## config.mk

```make
export PLATFORM = sky130hd
export DESIGN_NAME = fpu_norm_round
export DESIGN_NICKNAME = d
export VERILOG_FILES = /design/src/rtl/pa_fpu.sv /design/src/rtl/fpu_lzc.sv /design/src/rtl/fpu_norm_round.sv
export SDC_FILE = /design/constraint.sdc
export NUM_CORES = 1
export LEC_CHECK = 0
export ABC_AREA = 1
export BUFFER_PORTS_ARGS = -buffer_cell sky130_fd_sc_hd__buf_2
export CORE_MARGIN = 2
export CORE_UTILIZATION = 50
export DETAILED_ROUTE_END_ITERATION = 10
export HOLD_SLACK_MARGIN = 0.06
export PLACE_DENSITY = 0.73
export SYNTH_ARGS = -nofsm -noshare
export SYNTH_HDL_FRONTEND = slang
export SYNTH_HIERARCHICAL = 1
export SYNTH_SLANG_ARGS = --single-unit
export TNS_END_PERCENT = 1
```

## constraint.sdc

```tcl
create_clock -name clk -period 9.2 [get_ports clk]
set_input_delay 1.38 -clock clk [delete_from_list [all_inputs] [get_ports clk]]
set_output_delay 1.38 -clock clk [all_outputs]
set_load 0.005 [all_outputs]
```

## src/rtl/pa_fpu.sv

```systemverilog
// Shared FPU types and constants: result-stage FSM states and IEEE-754 single constants.
package pa_fpu;

  typedef enum logic [2:0] {
    norm_idle_st,
    norm_check_st,
    norm_shift_st,
    norm_round_st,
    norm_done_st
  } e_norm_state;

  localparam int unsigned FP_BIAS    = 127;
  localparam int unsigned FP_EXP_MAX = 255;
  localparam logic [31:0] FP_QNAN    = 32'h7FC0_0000;

endpackage

```

## src/rtl/fpu_lzc.sv

```systemverilog
// Parameterised leading-zero counter; an all-zero input returns W.
module fpu_lzc #(
  parameter int unsigned W     = 48,
  parameter int unsigned CNT_W = $clog2(W + 1)
) (
  input  logic [W-1:0]     data_i,
  output logic [CNT_W-1:0] cnt_o
);

  always_comb begin
    cnt_o = CNT_W'(W);
    // Ascending scan: the highest set bit is written last and wins.
    for (int unsigned i = 0; i < W; i++) begin
      if (data_i[i]) cnt_o = CNT_W'(W - 1 - i);
    end
  end

endmodule

```

## src/rtl/fpu_norm_round.sv

```systemverilog
// FPU result stage: normalise, round-to-nearest-even, pack to IEEE-754 single.
// Define FPU_NORM_FAST_EN for a single-cycle normalising shift instead of one bit per cycle.
module fpu_norm_round
  import pa_fpu::*;
#(
  parameter int unsigned MANT_W = 48,
  parameter int unsigned EXP_W  = 10
) (
  input  logic              clk,
  input  logic              arst,
  input  logic              start,
  input  logic              in_sign,
  input  logic [EXP_W-1:0]  in_exp,
  input  logic [MANT_W-1:0] in_mant,
  input  logic              in_sticky,
  input  logic              in_nan,
  output logic              busy,
  output logic              done,
  output logic [31:0]       result,
  output logic              flag_ovf,
  output logic              flag_unf,
  output logic              flag_inx
);

  localparam logic signed [EXP_W-1:0] EXP_MAX  = EXP_W'(FP_EXP_MAX);
  localparam logic signed [EXP_W-1:0] EXP_ZERO = '0;
  localparam logic signed [EXP_W-1:0] EXP_ONE  = EXP_W'(1);

  e_norm_state              state_q, state_d;
  logic                     sign_q, sign_d;
  logic signed [EXP_W-1:0]  exp_q, exp_d;
  logic [MANT_W-1:0]        mant_q, mant_d;
  logic                     sticky_q, sticky_d;
  logic                     nan_q, nan_d;
  logic [31:0]              result_q, result_d;
  logic                     ovf_q, ovf_d;
  logic                     unf_q, unf_d;
  logic                     inx_q, inx_d;

  logic [22:0]              frac;
  logic                     guard, rnd, stk, round_up;
  logic [23:0]              frac_sum;
  logic signed [EXP_W-1:0]  exp_rnd;

  assign frac     = mant_q[MANT_W-2 -: 23];
  assign guard    = mant_q[MANT_W-25];
  assign rnd      = mant_q[MANT_W-26];
  assign stk      = (|mant_q[MANT_W-27:0]) | sticky_q;
  assign round_up = guard & (rnd | stk | frac[0]);
  assign frac_sum = {1'b0, frac} + {23'b0, round_up};
  // A carry out of the fraction leaves frac_sum[22:0] at zero and bumps the exponent.
  assign exp_rnd  = exp_q + EXP_W'(frac_sum[23]);

`ifdef FPU_NORM_FAST_EN
  localparam int unsigned LZC_W = $clog2(MANT_W + 1);
  logic [LZC_W-1:0] lzc;

  fpu_lzc #(
    .W     (MANT_W),
    .CNT_W (LZC_W)
  ) u_lzc (
    .data_i (mant_q),
    .cnt_o  (lzc)
  );
`endif

  always_comb begin
    state_d  = state_q;
    sign_d   = sign_q;
    exp_d    = exp_q;
    mant_d   = mant_q;
    sticky_d = sticky_q;
    nan_d    = nan_q;
    result_d = result_q;
    ovf_d    = ovf_q;
    unf_d    = unf_q;
    inx_d    = inx_q;

    unique case (state_q)
      norm_idle_st: begin
        if (start) begin
          sign_d   = in_sign;
          exp_d    = in_exp;
          mant_d   = in_mant;
          sticky_d = in_sticky;
          nan_d    = in_nan;
          ovf_d    = 1'b0;
          unf_d    = 1'b0;
          inx_d    = 1'b0;
          state_d  = norm_check_st;
        end
      end
      norm_check_st: begin
        if (nan_q) begin
          result_d = FP_QNAN;
          state_d  = norm_done_st;
        end else if (mant_q == '0) begin
          result_d = {sign_q, 31'b0};
          state_d  = norm_done_st;
        end else begin
`ifdef FPU_NORM_FAST_EN
          mant_d  = mant_q << lzc;
          exp_d   = exp_q - EXP_W'(lzc);
          state_d = norm_round_st;
`else
          state_d = mant_q[MANT_W-1] ? norm_round_st : norm_shift_st;
`endif
        end
      end
      norm_shift_st: begin
        mant_d = mant_q << 1;
        exp_d  = exp_q - EXP_ONE;
        if (mant_q[MANT_W-2]) state_d = norm_round_st;
      end
      norm_round_st: begin
        if (exp_rnd >= EXP_MAX) begin
          result_d = {sign_q, 8'hFF, 23'b0};
          ovf_d    = 1'b1;
          inx_d    = 1'b1;
        end else if (exp_rnd <= EXP_ZERO) begin
          result_d = {sign_q, 31'b0};
          unf_d    = 1'b1;
          inx_d    = 1'b1;
        end else begin
          result_d = {sign_q, exp_rnd[7:0], frac_sum[22:0]};
          inx_d    = guard | rnd | stk;
        end
        state_d = norm_done_st;
      end
      norm_done_st: state_d = norm_idle_st;
      default:      state_d = norm_idle_st;
    endcase
  end

  always_ff @(posedge clk or negedge arst) begin
    if (!arst) begin
      state_q  <= norm_idle_st;
      sign_q   <= 1'b0;
      exp_q    <= '0;
      mant_q   <= '0;
      sticky_q <= 1'b0;
      nan_q    <= 1'b0;
      result_q <= '0;
      ovf_q    <= 1'b0;
      unf_q    <= 1'b0;
      inx_q    <= 1'b0;
    end else begin
      state_q  <= state_d;
      sign_q   <= sign_d;
      exp_q    <= exp_d;
      mant_q   <= mant_d;
      sticky_q <= sticky_d;
      nan_q    <= nan_d;
      result_q <= result_d;
      ovf_q    <= ovf_d;
      unf_q    <= unf_d;
      inx_q    <= inx_d;
    end
  end

  assign busy     = (state_q != norm_idle_st);
  assign done     = (state_q == norm_done_st);
  assign result   = result_q;
  assign flag_ovf = ovf_q;
  assign flag_unf = unf_q;
  assign flag_inx = inx_q;

endmodule

```

==> results.md <==
* Crit Reg-Reg Endpoint: result[0]$_DFFE_PN0P_
* Synth top area cells: dfrtp_1 45%, nand2_1 10%, inv_1 6.0%, a221oi_1 5.4%, nor3_1 4.2%
* Util after Layout at 58.35%
* Area Growth Syn to Fin at 14.51%
* Syn avg cell area at 7.993 µm²
* Setup crit start kind: flip-flop
* Unrepaired setup endpoints after global routing: no
* Post-Syn Nets at 753
* Total congestion overflow at 0
* Hold Path Class: reg2reg
* Post-CTS Setup Bufs at 0
* Htree depth at 3
* Clock buffer depth at 2
* Clk sinks at 99
* Row count at 38
* Ant diodes at 0
* Number of global-route vias before repair at 4684
* 1st-pass router iterations at 5
* Post-synthesis mux area share at 0%
* Largest net degree at the start of global routing at 73
* Post-route DRC at 0
* Filler Cell Count at 1015
* Synth top area share at 45.25%
* Max Clock Freq at 0.2572 GHz
* Hold Buf Count CTS at 0
* Worst skew pair latency at 0.37 ns
* Critical Path AT at 4.14 ns
* CTS Buf Count at 9
* CTS tree: done
* HPWL after DPL at 10280 µm
* Register area share after synthesis at 45.25%
* Post-synth ARST share at 100.0%
* Area leader, netlist: dfrtp_1
* Initial Util at 50.95%
* Buffers on Ports at 100
* Vias per cell at 5.550
* Pre-CTS setup slack at 5.005 ns
* Leak at 3.198 nW
* Synth unique cells at 40
* Outcome: complete, no violations
* Post-synthesis compound-gate area fraction at 13.28%
* Mapped Cells at 685
* CP Max Fanout at 16
* Clock skew at 0.01055 ns
* PwrDens at 339.5 nW/µm²
* Slew @ Worst Pin at 1.122 ns
* Drt total wl at 14150 µm
* Final ANT Viol Nets at 0
* Initial antenna violation count at 0
* Final Setup Violations at 0
* RR Startpoint: mant_q[26]$_DFFE_PN0P_
* CP Launch Point: mant_q[26]$_DFFE_PN0P_
* Critical Path End: result[0]$_DFFE_PN0P_
* Placer congestion estimate at 0.9228
* Setup WS post-layout at 5.312 ns
* FF+latch count, synth at 99
* Number of synthesized flops with an enable pin at 0
* Worst Path Required at 9.45 ns
* Yosys Warn Count at 6
* Worst vdd ir at 139.3 µV
* Slew Limit Fails at 0
* Wire per inst at 15.48 µm
* Synth cell count leaders: 153 x nand2_1, 99 x dfrtp_1, 87 x inv_1
* Post-layout nets at 837
* GRT Util Overall at 25.03%
* Combinational family with the most area after synthesis: simple AND/OR/NAND/NOR gates
* Setup_tns at 0 ns
* Worst setup EP type: flip-flop
* Top-count cell post-synth: nand2_1
* Final min period at 3.888 ns
* Root buffer cell: clkbuf_8
* Simple-Gate Fraction of Synth Area at 28.61%
* Die area at 11800 µm²
* Hold Violations, Final at 0
* Max-cap violations at 0
* Critical path class: reg2reg
* Die height at 108.6 µm
* Xor and xnor fraction of the mapped netlist area at 3.016%
* Final Non-Filler Cells at 914
* IO Pins at 101
* Clock Pin Slew Worst Setup and Hold Paths at 0.09 ns
* Vias at 5073
* Fin crit share at 42.26%
* Post-cts sizing count at 0
* Synth Cell Area at 5475 µm²
* Worst reg2reg path depth at 17
* Worst rel slew slack at 25.03%
* Core box area at 10750 µm²
* Share of cells above drive strength 1 at 20.28%
* Width of the die at 108.6 µm
* Worst R2R Setup Slack at 5.31 ns
* DR iter-0 viols at 399
* Ys flop type: dfrtp_1
* Placed cell count at 898
* Post-synthesis adder-cell area fraction at 0.9141%
* Global-route wire length before repair at 23160 µm
cell families (layout without fill, tap and decap cells):
family | count (synthesis) | in the layout
and+or+nand+nor | 339 | 339
DFF | 99 | 99
xor gates and xnor gates | 18 | 18
adders and majority gates | 4 | 4
AOI/OAI and AO/OA | 103 | 103
buffers and inverters | 122 | 211
stage by stage:
step / area (µm²) / hold slack [ns] / power, mW
floorplan: 5475 / 0.4422 / 1.512
global placement: 6045 / 0.4577 / 1.780
detailed placement: 6045 / 0.4626 / 1.812
CTS: 6270 / 0.4864 / 2.131
global route: 6270 / 0.4995 / 2.310
finish: 6270 / 0.4830 / 2.129
area by class of cell:
type                    instances  area [µm²]  area share [%]
multi-input cells             464        2525           40.27
flip-flops and latches         99        2477           39.51
repair buffers                102       518.0           8.262
inverters                      93       349.1           5.568
well taps                     140       175.2           2.794
clock buffers                  10       137.6           2.195
clock inverters                 6       87.58           1.397
critical path, stage by stage, from the launching register on:
cell and delay, ns:
dfrtp_1 0.42, nand2_1 0.13, nor2_1 0.28, nand2_1 0.14, nor4_1 0.46, nand4_1 0.20, nor3_1 0.26, ha_1 0.31
ha_1 0.29, or2_2 0.30, nor2_1 0.10, nand3_1 0.10, nor2_2 0.16, nand2_4 0.10, nand2_4 0.13, nor2_8 0.06
nand2_4 0.20, o21ai_0 0.13
routing by layer:
layer	share of wire (%)	global-route usage, %	vias to the layer above
met4	1.3	6.685	0
met2	45	38.75	174
li1	-	-	2460
met3	5.9	4.662	19
met1	48	36.23	2420
met5	0	0	-
worst min-delay path by stage:
stage | start | endpoint | slack, ns | cells after the start
final | result[31]$_DFFE_PN0P_ | result[31]$_DFFE_PN0P_ | 0.48 | 2
after global routing | result[18]$_DFFE_PN0P_ | result[18]$_DFFE_PN0P_ | 0.50 | 2
after CTS | result[31]$_DFFE_PN0P_ | result[31]$_DFFE_PN0P_ | 0.49 | 2
after detailed placement | result[31]$_DFFE_PN0P_ | result[31]$_DFFE_PN0P_ | 0.46 | 2
after global placement | result[20]$_DFFE_PN0P_ | result[20]$_DFFE_PN0P_ | 0.46 | 2
after floorplan | sign_q$_DFFE_PN0P_ | result[31]$_DFFE_PN0P_ | 0.44 | 2
state kept, by name, indices dropped and copies added (netlist names):
name	flops
flag_unf	1
exp_q	10
nan_q	1
state_q	3
mant_q	48
sign_q	1
flag_ovf	1
result	32
sticky_q	1
flag_inx	1
layout by cell type, fill, tap and decap left out, types with 4 or more instances in the layout:
master,instances
a221oi_1,34
inv_1,87
inv_2,5
nand2_4,4
xor2_1,14
o21ai_0,18
o22ai_1,14
nand2_1,152
buf_2,99
nand4_1,20
o21ai_2,10
dfrtp_1,99
o211ai_1,5
ha_1,4
a21oi_1,17
nor2_1,52
nor3_1,46
nand3_1,39
or2_2,6
clkbuf_8,10
power breakdown:
| part | internal, mW | total [mW] | leakage [nW] | switching, mW |
|---|---|---|---|---|
| clock network | 0.161 | 0.318 | 0.117 | 0.157 |
| registers | 0.646 | 0.814 | 1.17 | 0.168 |
| logic | 0.353 | 0.997 | 1.91 | 0.643 |
(Power assumes the default switching activity.)
